## config.mk

```make
export PLATFORM = sky130hd
export DESIGN_NAME = instruction_fetch_unit
export DESIGN_NICKNAME = d
export VERILOG_FILES = /design/src/rtl/instruction_fetch_unit_pkg.sv /design/src/rtl/instruction_fetch_unit_inst_queue.sv /design/src/rtl/instruction_fetch_unit.sv
export SDC_FILE = /design/constraint.sdc
export NUM_CORES = 1
export LEC_CHECK = 0
export BUFFER_PORTS_ARGS = -buffer_cell sky130_fd_sc_hd__buf_4
export CAP_MARGIN = 15
export CORE_ASPECT_RATIO = 0.75
export CORE_MARGIN = 2
export CORE_UTILIZATION = 35
export CTS_CLUSTER_DIAMETER = 40
export DETAILED_ROUTE_END_ITERATION = 6
export GPL_TIMING_DRIVEN = 1
export PLACE_DENSITY = 0.54
export SLEW_MARGIN = 20
export SYNTH_ARGS = -nofsm -noshare
export SYNTH_HDL_FRONTEND = slang
export SYNTH_SLANG_ARGS = --single-unit
export TNS_END_PERCENT = 5
```

## constraint.sdc

```tcl
create_clock -name clk -period 3.7 [get_ports clk]
set_input_delay 0.185 -clock clk [delete_from_list [all_inputs] [get_ports clk]]
set_output_delay 0.185 -clock clk [all_outputs]
set_load 0.01 [all_outputs]
```

## src/rtl/instruction_fetch_unit_pkg.sv

```systemverilog
// Shared fetch-side constants and the queue entry bundle.
// Imported by the fetch unit and its instruction queue.
package instruction_fetch_unit_pkg;

   localparam logic [6:0] ECALL = 7'b1110011;
   localparam int INST_Q_DEPTH = 2;

   typedef struct packed {
      logic [31:0] inst;
      logic [31:0] pc;
   } fetch_entry_t;

   function automatic logic is_ecall(input logic [31:0] w);
      return w[6:0] == ECALL;
   endfunction

endpackage

```

## src/rtl/instruction_fetch_unit_inst_queue.sv

```systemverilog
// Two-entry instruction FIFO with flush and simultaneous push/pop.
// Exposes the post-update count so the fetcher can plan its next issue.
module instruction_fetch_unit_inst_queue
   import instruction_fetch_unit_pkg::*;
(
   input  logic         clk,
   input  logic         reset_n,
   input  logic         flush_i,
   input  logic         push_i,
   input  logic         pop_i,
   input  fetch_entry_t data_i,
   output fetch_entry_t head_o,
   output logic [1:0]   count_o,
   output logic [1:0]   count_nxt_o
);

   fetch_entry_t mem_q [INST_Q_DEPTH];
   logic         head_q;
   logic [1:0]   cnt_q;
   logic [1:0]   cnt_d;
   logic         wr_idx;

   assign wr_idx  = head_q ^ cnt_q[0];
   assign head_o  = mem_q[head_q];
   assign count_o = cnt_q;
   assign count_nxt_o = cnt_d;

   always_comb begin
      cnt_d = cnt_q + {1'b0, push_i} - {1'b0, pop_i};
      if (flush_i) begin
         cnt_d = 2'd0;
      end
   end

   always_ff @(posedge clk or negedge reset_n) begin
      if (!reset_n) begin
         mem_q[0] <= '0;
         mem_q[1] <= '0;
         head_q   <= 1'b0;
         cnt_q    <= 2'd0;
      end else begin
         cnt_q <= cnt_d;
         if (flush_i) begin
            head_q <= 1'b0;
         end else begin
            if (push_i) begin
               mem_q[wr_idx] <= data_i;
            end
            if (pop_i) begin
               head_q <= ~head_q;
            end
         end
      end
   end

endmodule

```

## src/rtl/instruction_fetch_unit.sv

```systemverilog
// Fetch front end: one-outstanding imem requests, 2-deep prefetch,
// redirect flush and ECALL halt.
module instruction_fetch_unit
   import instruction_fetch_unit_pkg::*;
#(
   parameter logic [31:0] RESET_PC = 32'h0000_0000
) (
   input  logic        clk,
   input  logic        reset_n,
   output logic        imem_req,
   output logic [31:0] imem_addr,
   input  logic        imem_ack,
   input  logic [31:0] imem_rdata,
   output logic        inst_valid,
   output logic [31:0] inst,
   output logic [31:0] inst_pc,
   input  logic        inst_ready,
   input  logic        redirect_valid,
   input  logic [31:0] redirect_pc,
   output logic        is_halted
);

   logic [31:0] fetch_pc_q, fetch_pc_d;
   logic [31:0] addr_q, addr_d;
   logic        req_q, req_d;
   logic        discard_q, discard_d;
   logic        stop_q, stop_d;
   logic        halted_q, halted_d;

   fetch_entry_t head, wr_ent;
   logic [1:0]   q_cnt, q_cnt_nxt;
   logic         ack, redir, pop, push;
   logic         halt_now, flush;
   logic         in_flight_nxt, stop_eff, issue;
   logic [31:0]  pc_eff;

   assign ack      = imem_ack & req_q & ~halted_q;
   assign redir    = redirect_valid & ~halted_q;
   assign pop      = inst_valid & inst_ready;
   assign halt_now = pop & is_ecall(head.inst)
                   & ~redirect_valid;
   assign push     = ack & ~discard_q & ~redir & ~halt_now;
   assign flush    = redir | halt_now;

   assign in_flight_nxt = req_q & ~ack;
   assign stop_eff      = stop_q & ~redir;
   assign pc_eff = redir ? (redirect_pc & ~32'h3) : fetch_pc_q;

   // Issue only when the queue will still have room for the reply.
   assign issue = ~in_flight_nxt & ~stop_eff & ~halted_q
                & ~halt_now & (q_cnt_nxt < 2'(INST_Q_DEPTH));

   assign wr_ent.inst = imem_rdata;
   assign wr_ent.pc   = addr_q;

   instruction_fetch_unit_inst_queue u_queue (
      .clk         (clk),
      .reset_n     (reset_n),
      .flush_i     (flush),
      .push_i      (push),
      .pop_i       (pop),
      .data_i      (wr_ent),
      .head_o      (head),
      .count_o     (q_cnt),
      .count_nxt_o (q_cnt_nxt)
   );

   always_comb begin
      fetch_pc_d = pc_eff;
      req_d      = in_flight_nxt;
      addr_d     = addr_q;
      discard_d  = discard_q;
      stop_d     = stop_q;
      halted_d   = halted_q | halt_now;
      if (issue) begin
         req_d      = 1'b1;
         addr_d     = pc_eff;
         fetch_pc_d = pc_eff + 32'd4;
      end
      if (halt_now) begin
         req_d = 1'b0;
      end
      if (ack) begin
         discard_d = 1'b0;
      end else if (redir && req_q) begin
         discard_d = 1'b1;
      end
      if (redir) begin
         stop_d = 1'b0;
      end else if (push && is_ecall(imem_rdata)) begin
         stop_d = 1'b1;
      end
   end

   always_ff @(posedge clk or negedge reset_n) begin
      if (!reset_n) begin
         fetch_pc_q <= RESET_PC;
         addr_q     <= RESET_PC;
         req_q      <= 1'b0;
         discard_q  <= 1'b0;
         stop_q     <= 1'b0;
         halted_q   <= 1'b0;
      end else begin
         fetch_pc_q <= fetch_pc_d;
         addr_q     <= addr_d;
         req_q      <= req_d;
         discard_q  <= discard_d;
         stop_q     <= stop_d;
         halted_q   <= halted_d;
      end
   end

   assign imem_req   = req_q & ~halted_q;
   assign imem_addr  = addr_q;
   assign inst_valid = (q_cnt != 2'd0) & ~halted_q;
   assign inst       = head.inst;
   assign inst_pc    = head.pc;
   assign is_halted  = halted_q;

endmodule

```

# == Word level (Yosys, flattened, before mapping) ==
# Cells that the tools add are included.
# word_totals
elab_cells,78
reg_bits,199
# op_classes
n_addsub,3
reduce_logical,8
eq_ne,2
order_cmp,4
n_mux,17
n_bitwise,32
# ops
operator,n
64-bit two-way mux,4
128-bit bitwise mux,1
64-bit demux with 1-bit select,1
32-bit two-way mux,2
"32-bit by 3-bit adder with 32-bit output, second input constant",1
1-bit bitwise AND,17
"7-bit equality test, second input constant",2
1-bit NOT,10
1-bit two-way mux,8
2-bit nonzero test,4
"2-bit >= comparator, second input constant",2
1-bit NOT with 2-bit output,2
1-bit logical AND,3
2-bit by 1-bit adder with 2-bit output,1
"2-bit by 1-bit less-than comparator with 1-bit output, second input constant",1
"2-bit less-than comparator, second input constant",1
2-bit two-way mux,1
1-bit OR,2
2-bit AND reduction,1
2-bit by 1-bit subtractor with 2-bit output,1
1-bit bitwise XOR,1

# == Longest topological paths before layout ==
# Gate-level depths: netlist of run 1.
# logic_depth
ltp_word,16
mapped_depth,15
ltp_nobuf,13

# == Modules after synthesis ==
# Synthesis of run 1 repeated with hierarchy kept, for this count alone.
# hier_totals
hier_cells,705
hier_area_um2,9181.3
# modules_own_cells
module,area_per_inst_um2,n_inst,seq_area_each_um2,cells_per_inst
instruction_fetch_unit_inst_queue,5709.2,1,3278.1,357
instruction_fetch_unit,3472.1,1,1701.6,348

# == Worst setup path before layout of run 1 ==
# No wires, ideal clock.
# synth_path
path_kind,register to register
start,"register halted_q, in the netlist is_halted"
end,"register addr_q[27], in the netlist imem_addr[27]"
setup_time_ns,0.125
setup_slack_ns,0.386
n_path_buf,1
path_stages_with_launch,14
t_arrival_ns,3.189
synth_period_minus_slack_ns,3.314
required_ns,3.575
path_cell_list,dfrtp_1 -> o21ba_1 -> nand2_1 -> nor4_2 -> or2_4 -> nor3_2 -> ha_1 -> xnor3_1 -> a21oi_1 -> or2_1 -> nor2_1 -> nand2_1 -> clkbuf_1 -> mux2_2
# synth_between
elab_chain_len,12
word_cells_on_any_way,27
cone_classes,2 x add/sub; 1 x order compare; 2 x mux; 22 x bitwise
# synth_rtl
element,line,rtl
start: declaration,instruction_fetch_unit.sv:28,"logic halted_q, halted_d;"
start signal: assignment,instruction_fetch_unit.sv:109,halted_q <= halted_d;
1-bit NOT (*),instruction_fetch_unit.sv:115,assign inst_valid = (q_cnt != 2'd0) & ~halted_q;
1-bit bitwise AND (*),instruction_fetch_unit.sv:115,
via inst_valid,instruction_fetch_unit.sv:14,"output logic inst_valid,"
1-bit bitwise AND (*),instruction_fetch_unit.sv:39,assign pop = inst_valid & inst_ready;
1-bit bitwise AND,instruction_fetch_unit.sv:40,assign halt_now = pop & is_ecall(head.inst)
1-bit bitwise AND,instruction_fetch_unit.sv:41,& ~redirect_valid;
1-bit NOT,"instruction_fetch_unit.sv:42, instruction_fetch_unit.sv:51",
1-bit bitwise AND,instruction_fetch_unit.sv:42,assign push = ack & ~discard_q & ~redir & ~halt_now;
2-bit by 1-bit adder with 2-bit output,instruction_fetch_unit_inst_queue.sv:29,"cnt_d = cnt_q + {1'b0, push_i} - {1'b0, pop_i};"
2-bit by 1-bit subtractor with 2-bit output,instruction_fetch_unit_inst_queue.sv:29,
2-bit two-way mux,instruction_fetch_unit_inst_queue.sv:30,if (flush_i) begin
2-bit less-than comparator,instruction_fetch_unit.sv:51,& ~halt_now & (q_cnt_nxt < 2'(INST_Q_DEPTH));
1-bit bitwise AND (*),instruction_fetch_unit.sv:51,
end signal: assignment,instruction_fetch_unit.sv:105,addr_q <= addr_d;
end: declaration,instruction_fetch_unit.sv:24,"logic [31:0] addr_q, addr_d;"
# Mark *: on every way through the listed nets, which the timed path passes. The rest lies on a longest branch.
# A chain may end at the register's enable or synchronous reset.

# == Worst setup path in the final report of run 1 ==
# layout_path
start,register u_queue.head_q
end,"register addr_q[1], in the netlist imem_addr[1]"
# layout_between
elab_chain_len,14
word_cells_on_any_way,16
cone_classes,2 x add/sub; 1 x order compare; 1 x eq/ne; 4 x mux; 8 x bitwise
# layout_rtl
element,line,rtl
start: declaration,instruction_fetch_unit_inst_queue.sv:18,logic head_q;
start signal: assignment,instruction_fetch_unit_inst_queue.sv:50,head_q <= ~head_q;
1-bit NOT with 2-bit output (implied by the code) (*),instruction_fetch_unit_inst_queue.sv:24,assign head_o = mem_q[head_q];
64-bit two-way mux (implied by the code) (*) (3 in series),instruction_fetch_unit_inst_queue.sv:24,
7-bit equality test (*),instruction_fetch_unit_pkg.sv:14,return w[6:0] == ECALL;
1-bit bitwise AND (*),instruction_fetch_unit.sv:40,
1-bit bitwise AND (*),instruction_fetch_unit.sv:41,
1-bit NOT,"instruction_fetch_unit.sv:42, instruction_fetch_unit.sv:51",
1-bit bitwise AND,instruction_fetch_unit.sv:42,
2-bit by 1-bit adder with 2-bit output,instruction_fetch_unit_inst_queue.sv:29,
2-bit by 1-bit subtractor with 2-bit output,instruction_fetch_unit_inst_queue.sv:29,
2-bit two-way mux,instruction_fetch_unit_inst_queue.sv:30,
2-bit less-than comparator,instruction_fetch_unit.sv:51,
1-bit bitwise AND (*),instruction_fetch_unit.sv:51,
# Mark *: on every way between the ends. The rest lies on a longest branch, timed or not. The select of a mux whose other input is x is not followed.

==> results of run 1 <==
metrics by stage:
| step | utilization [%] | setup WS (ps) | hold slack [ps] | instance area (um^2) | cells |
|---|---|---|---|---|---|
| detailed placement | 42.3 | 261 | 292 | 11000 | 1191 |
| global placement | 42.3 | 281 | 296 | 11000 | 1191 |
| CTS | 45.9 | 242 | 43.3 | 12000 | 1257 |
| floorplan | - | 386 | -111 | 9360 | 700 |
| global route | 45.9 | 33.7 | 75.6 | 12000 | 1257 |
| finish | 45.9 | 271 | 74.6 | 12000 | 1258 |
registers in the layout, indices dropped and copies added (netlist names):
register         flops
imem_addr           32
u_queue.count_o      2
is_halted            1
fetch_pc_q          32
req_q                1
discard_q            1
u_queue.mem_q      128
u_queue.head_q       1
stop_q               1
how the worst max path moves through the flow:
stage          depth (start not counted)  slack, ps            end
6_report                              13        270   imem_addr[1]
5_1_grt                               13         30   imem_addr[0]
4_1_cts                               13        240   imem_addr[2]
3_5_place_dp                          13        260   imem_addr[1]
3_3_place_gp                          13        280   imem_addr[1]
2_1_floorplan                         13        390  imem_addr[27]
power by group through the flow:
stage,logic (mW),registers [mW],clock network [mW]
after floorplan,0.0546,2.27,0
after global placement,0.214,2.28,0
after detailed placement,0.216,2.28,0
after CTS,0.245,2.23,2.00
after global routing,0.268,2.24,2.09
final,0.239,2.23,1.94
critical path, stage by stage (launching register included):
cell and delay [ps]:
dfrtp_4 580, mux2_4 330, nand2b_1 110, nor4_2 50
or2_4 270, nor3_2 290, ha_1 210, xnor3_1 220
a21oi_1 220, or2_1 180, nor2_1 70, nand2_2 70
buf_4 310, mux2_2 370
cells by family (layout without fill, tap and decap cells):
family	after synthesis	after routing
AOI/OAI and AO/OA	50	50
and+or+nand+nor	137	137
buffers and inverters	44	257
adders and majority gates	3	3
xor gates and xnor gates	34	34
DFF	199	199
other	0	1
muxes	233	233
synthesized netlist by cell type, types with 3 or more instances:
library cell / number / area (um^2)
and2_1: 5 / 31.3
buf_6: 7 / 78.8
nor2b_1: 4 / 25.0
o21ai_0: 33 / 165
buf_2: 8 / 40.0
mux2_1: 52 / 586
nor2_1: 10 / 37.5
ha_1: 3 / 37.5
xor2_1: 24 / 210
xnor2_1: 9 / 78.8
mux2_4: 61 / 916
nand4_1: 8 / 50.1
and3_1: 11 / 68.8
nand3_1: 14 / 70.1
nand2_1: 63 / 236
mux2_2: 84 / 946
mux2i_1: 36 / 360
o211ai_1: 3 / 22.5
a21oi_1: 5 / 25.0
nor3_1: 3 / 15.0
nand2b_1: 4 / 25.0
clkbuf_1: 17 / 63.8
inv_1: 8 / 30.0
dfrtp_1: 199 / 4980
a31oi_1: 3 / 18.8
layout make-up:
type / instances / area, um^2
clock inverters: 14 / 160
repair buffers: 217 / 1770
inverters: 8 / 30.0
clock buffers: 18 / 439
flip-flops and latches: 199 / 4980
diodes: 1 / 2.50
fillers: 2375 / 14100
well taps: 344 / 430
multi-input cells: 457 / 4170
layer usage:
layer,wire (um),up-vias,global-route usage (%)
li1,-,2865,-
met1,10900,3027,23.3
met5,0,-,0
met3,1180,16,4.12
met4,263,0,4.58
met2,9430,117,23.8
timing repair:
action | 4_1_cts | 5_1_grt
hold buffers | 34 | 0
gates resized for setup | 0 | 0
endpoints found under the hold margin | 148 | 0
buffers inserted | 0 | 0
==> run metrics, run 1 <==
run status=complete, no violations; Yosys reg bits=199; commonest non-fill, non-tap cell in the layout=dfrtp_1; Final Skew=13.6 ps; die area=28,100 um^2; HP Class=input port to flop; Core ar.=26,100 um^2; cells on worst reg2reg path=13; synth unique cells=48; Hold Startpoint=redirect_pc[25]; Post-Synthesis Cells=700; LEAKAGE=6.17 nW; layout cell share with drive strength beyond 1=40.7%; Worst setup EP type=flop; Worst-path clk slew=70 ps; port buffer count=165; Sequential Power Share=50.7%; worst vdd ir=0.321 mV; TNS Setup=0 ps; setup violators final=0; first-pass GRT wire length=35,200 um; clock share of power=43.9%; TritonCTS buffer count=17; total power=4.41 mW; commonest cells after routing, fill and taps aside=dfrtp_1 (198), buf_4 (178), mux2_2 (84); PwrDens=368 nW/um^2; Worst slew margin=51.5%; Critical R2R Launch=u_queue.head_q; Max Slew Vio Count=0; Max Freq=292 MHz; width of the die=193 um; Yosys Warn Count=0; largest family of logic cells by synthesized area=multiplexers; final net count=972; hpwl dp=14,900 um; Crit path required time=4030 ps; Starting Density=35.9%; Via density=4.79; Ports=168; worst reg2reg path endpoint=imem_addr[1]; XOR/XNOR Fraction of Synth Area=3.33%; Worst EP arrival=3760 ps; hold path depth=3; H-tree levels=4; switching share of power=23.8%; Async S/R FF share, synth=100%; RSZ-0062 raised after global routing=false; Mapped Area=9360 um^2; largest net degree at the start of global routing=87; Avg Synthesized Cell Area=13.4 um^2; Post-synth EDFFs=0; syn_nets=772; Hold EP=fetch_pc_q[25]; Hold Fails Final Rpt=0; kind of critical path=flop to flop; min Tclk post-route=3430 ps; total track usage=16.1%; clk_lat worst skew=440 ps; DRT antenna net count=0; Top FF cell, synth=dfrtp_1; CTS Root Cell=clkbuf_16; CTS tree=yes; DR vias=6,025; P&R area growth vs syn=28.0%; gr ovfl total=0; Adder-Cell Fraction of Synth Area=0.401%; worst-margin pin slew=727 ps; sw power=1.05 mW; average routed wire per standard cell=17.3 um; CTS sink cnt=199; Logic pwr share=5.4%; Worst Setup Start Kind=flop; P_int=3.36 mW; complex-gate fraction of the synthesized area=3.02%; GPL Wtd Cong=0.713; DRC errors left=0; initial antenna violation count=0; flop2flop setup slack=270 ps; Max-Cap Viols=0; row count=51; crit share post-route=92.7%; final wirelength=21,700 um; start point of the critical path=u_queue.head_q; initial DRC count=248; drt pass-1 iters=4; sequential area share after synthesis=53.2%; Synth Area in Simple Gates=7.55%; vias in the first global route=6,227; Die Span Y=146 um; crit path max fanout=34; mux cell area share after synthesis=30.0%; clock buffer depth=2
(Power assumes the default switching activity.)
==> run 2, diff against run 1 <==
--- a/config.mk
+++ b/config.mk
@@ -9,11 +9,11 @@
 export CAP_MARGIN = 15
 export CORE_ASPECT_RATIO = 0.75
 export CORE_MARGIN = 2
-export CORE_UTILIZATION = 35
+export CORE_UTILIZATION = 50
 export CTS_CLUSTER_DIAMETER = 40
 export DETAILED_ROUTE_END_ITERATION = 6
 export GPL_TIMING_DRIVEN = 1
-export PLACE_DENSITY = 0.54
+export PLACE_DENSITY = 0.76
 export SLEW_MARGIN = 20
 export SYNTH_ARGS = -nofsm -noshare
 export SYNTH_HDL_FRONTEND = slang
==> constraint.sdc (replaced) <==
create_clock -name clk -period 2.8 [get_ports clk]
set_input_delay 0.14 -clock clk [delete_from_list [all_inputs] [get_ports clk]]
set_output_delay 0.14 -clock clk [all_outputs]
set_load 0.01 [all_outputs]
==> run 2 against run 1 <==
Net effect:
- the flow now finishes with violations (negative setup slack)
- first-iteration DRC count increased by 110%
- count of clock-buffer cells in the layout increased by 1
- highest routed layer unchanged
- power increased by 38%
- via count increased by 3.6%
- global-route usage increased by 6.4 points
- largest power group unchanged
- critical path depth increased by 1
- critical endpoint is now fetch_pc_q[31]
- utilization increased by 22 points
- clock power increased by 46%
==> run metrics, run 2 (synthesis gave the netlist of run 1 again) <==
run status=finished with violations; failing checks=negative setup slack; Hold Fails Final Rpt=0 (unchanged); first-pass GRT wire length=34,800 um (-1.1%); routed wl met2=9960 um (+5.6%); Core ar.=18,400 um^2 (-29%); Cell Area, Placed=11,200 um^2 (+1.8%); RSZ-0062 raised after global routing=true; clock buffer depth=2 (unchanged); M1 WL=10,000 um (-7.8%); Worst setup EP type=flop; hpwl dp=14,200 um (-4.9%); max FFs per register=128 (unchanged); final wirelength=21,100 um (-2.8%); Max Freq=334 MHz (+14%); hold path depth=3 (unchanged); crit path max fanout=6 (-82%); cells on worst reg2reg path=14 (+1); CTS Root Cell=clkbuf_16; die area=19,800 um^2 (-29%); P&R area growth vs syn=32.9%; Hold Startpoint=redirect_pc[25]; gr ovfl total=0 (unchanged); total track usage=22.5% (+6.4 points); Final Skew=9.95 ps (-3.66 ps); flop2flop setup slack=-200 ps (-470 ps); Via density=5.21 (+8.7%); port buffer count=165 (unchanged); setup violators final=54 (+54); width of the die=162 um (-16%); H-tree levels=4 (unchanged); CTS tree=yes; Ports=168 (unchanged); largest net degree at the start of global routing=83 (-4.6%); layout cell share with drive strength beyond 1=45.1% (+4.3 points); initial DRC count=526 (+110%); Crit path required time=3100 ps (-930 ps); fill cell count=1,360 (-43%); Non-Filler Instances=1,199 (-4.7%); DR WL met3=977 um (-17%); Max Slew Vio Count=0 (unchanged); DRT antenna net count=0 (unchanged); DR vias=6,243 (+3.6%); kind of critical path=flop to flop; min Tclk post-route=3000 ps (-432 ps); pre-CTS WS=-202 ps (-463 ps); Final Cell Area=12,400 um^2 (+3.8%); GPL Wtd Cong=0.836 (+17%); crit share post-route=107% (+14 points); worst reg2reg path endpoint=fetch_pc_q[31]; top layer in use=met4; average routed wire per standard cell=17.6 um (+2.0%); LEAKAGE=6.46 nW (+4.9%); register name with the most flops=u_queue.mem_q; post-route setup slack=-197 ps (-468 ps); final net count=1,011 (+4.0%); Worst slew margin=68.6% (+17 points); Ant. Diodes=0 (-1); DRC errors left=0 (unchanged); PwrDens=491 nW/um^2 (+33%); commonest non-fill, non-tap cell in the layout=buf_4; drt pass-1 iters=5 (+1); CTS sink cnt=199 (unchanged); Worst-path clk slew=70 ps (about the same); Hold EP=fetch_pc_q[25]; Worst Setup Start Kind=flop; worst vdd ir=0.355 mV (+11%); Starting Density=50.9% (+15 points); initial antenna violation count=0 (unchanged); Critical R2R Launch=u_queue.mem_q[35]; row count=43 (-16%); Die Span Y=123 um (-16%); Placed Cells incl. Taps=1,126 (-5.5%); commonest cells after routing, fill and taps aside=buf_4 (209), dfrtp_1 (198), mux2_2 (82); TritonCTS buffer count=17 (unchanged); clk_lat worst skew=430 ps (about the same); vias in the first global route=6,495 (+4.3%); Worst EP arrival=3300 ps (-460 ps); worst-margin pin slew=458 ps (-269 ps); HP Class=input port to flop; Max-Cap Viols=0 (unchanged)
run 2: worst max-delay path by stage:
stage	startpoint	end	slack, ps
after global routing	u_queue.mem_q[35]	fetch_pc_q[31]	-400
final	u_queue.mem_q[35]	fetch_pc_q[31]	-200
after detailed placement	u_queue.head_q	fetch_pc_q[31]	-200
after global placement	u_queue.mem_q[35]	fetch_pc_q[31]	-170
after floorplan	u_queue.mem_q[35]	imem_addr[27]	-180
after CTS	u_queue.head_q	fetch_pc_q[31]	-140
run 2: what timing repair did:
| action | CTS | global route |
|---|---|---|
| endpoints found under the setup margin | 56 | 61 |
| hold buffers | 34 | 0 |
| gates resized for setup | 15 | 10 |
| gates cloned | 1 | 0 |
| setup buffers | 3 | 3 |
| hold endpoints to repair | 108 | 0 |
| pin swaps | 9 | 7 |
run 2: stage by stage:
stage / hold slack, ps / total power, mW / TNS, ps / utilization, %
after CTS: 20.4 / 6.16 / -3430 / 67.2
final: 37.1 / 6.10 / -5410 / 67.6
after global routing: 57.0 / 6.32 / -16720 / 67.6
after global placement: 106 / 3.29 / -3070 / 61.1
after floorplan: -156 / 3.08 / -4080 / -
after detailed placement: 106 / 3.30 / -3990 / 61.1
run 2: worst max-delay path, cell delays in order (launching register included):
cell	delay, ps
dfrtp_1	390
nor4bb_2	330
a22oi_2	160
nor4_4	290
or2_4	170
nor3_4	40
ha_2	180
xnor3_1	230
a21oi_2	70
or2_4	260
nor3_4	190
buf_6	140
and2_4	160
nand3b_1	100
xor2_1	160
run 2: final cells by class:
| class | count | area (um^2) | share of cell area [%] |
|---|---|---|---|
| Clock inverter | 13 | 239 | 1.92 |
| Timing Repair Buffer | 256 | 2130 | 17.2 |
| Sequential cell | 199 | 4980 | 40.1 |
| Tap cell | 247 | 309 | 2.48 |
| Multi-Input combinational cell | 457 | 4300 | 34.6 |
| Clock buffer | 19 | 443 | 3.56 |
| Inverter | 8 | 30.0 | 0.241 |
run 2: per-layer routing:
metal  vias up  GRT usage, %
li1       2936             -
met5         -             0
met2       144          35.7
met3        11          5.31
met4         0          5.03
met1      3152          31.9
run 2: report_power, final:
part | internal [mW] | total (mW) | switching, mW
sequential | 2.92 | 2.95 | 0.0379
combinational | 0.163 | 0.326 | 0.163
clock | 1.72 | 2.83 | 1.11
total | 4.79 | 6.10 | 1.31
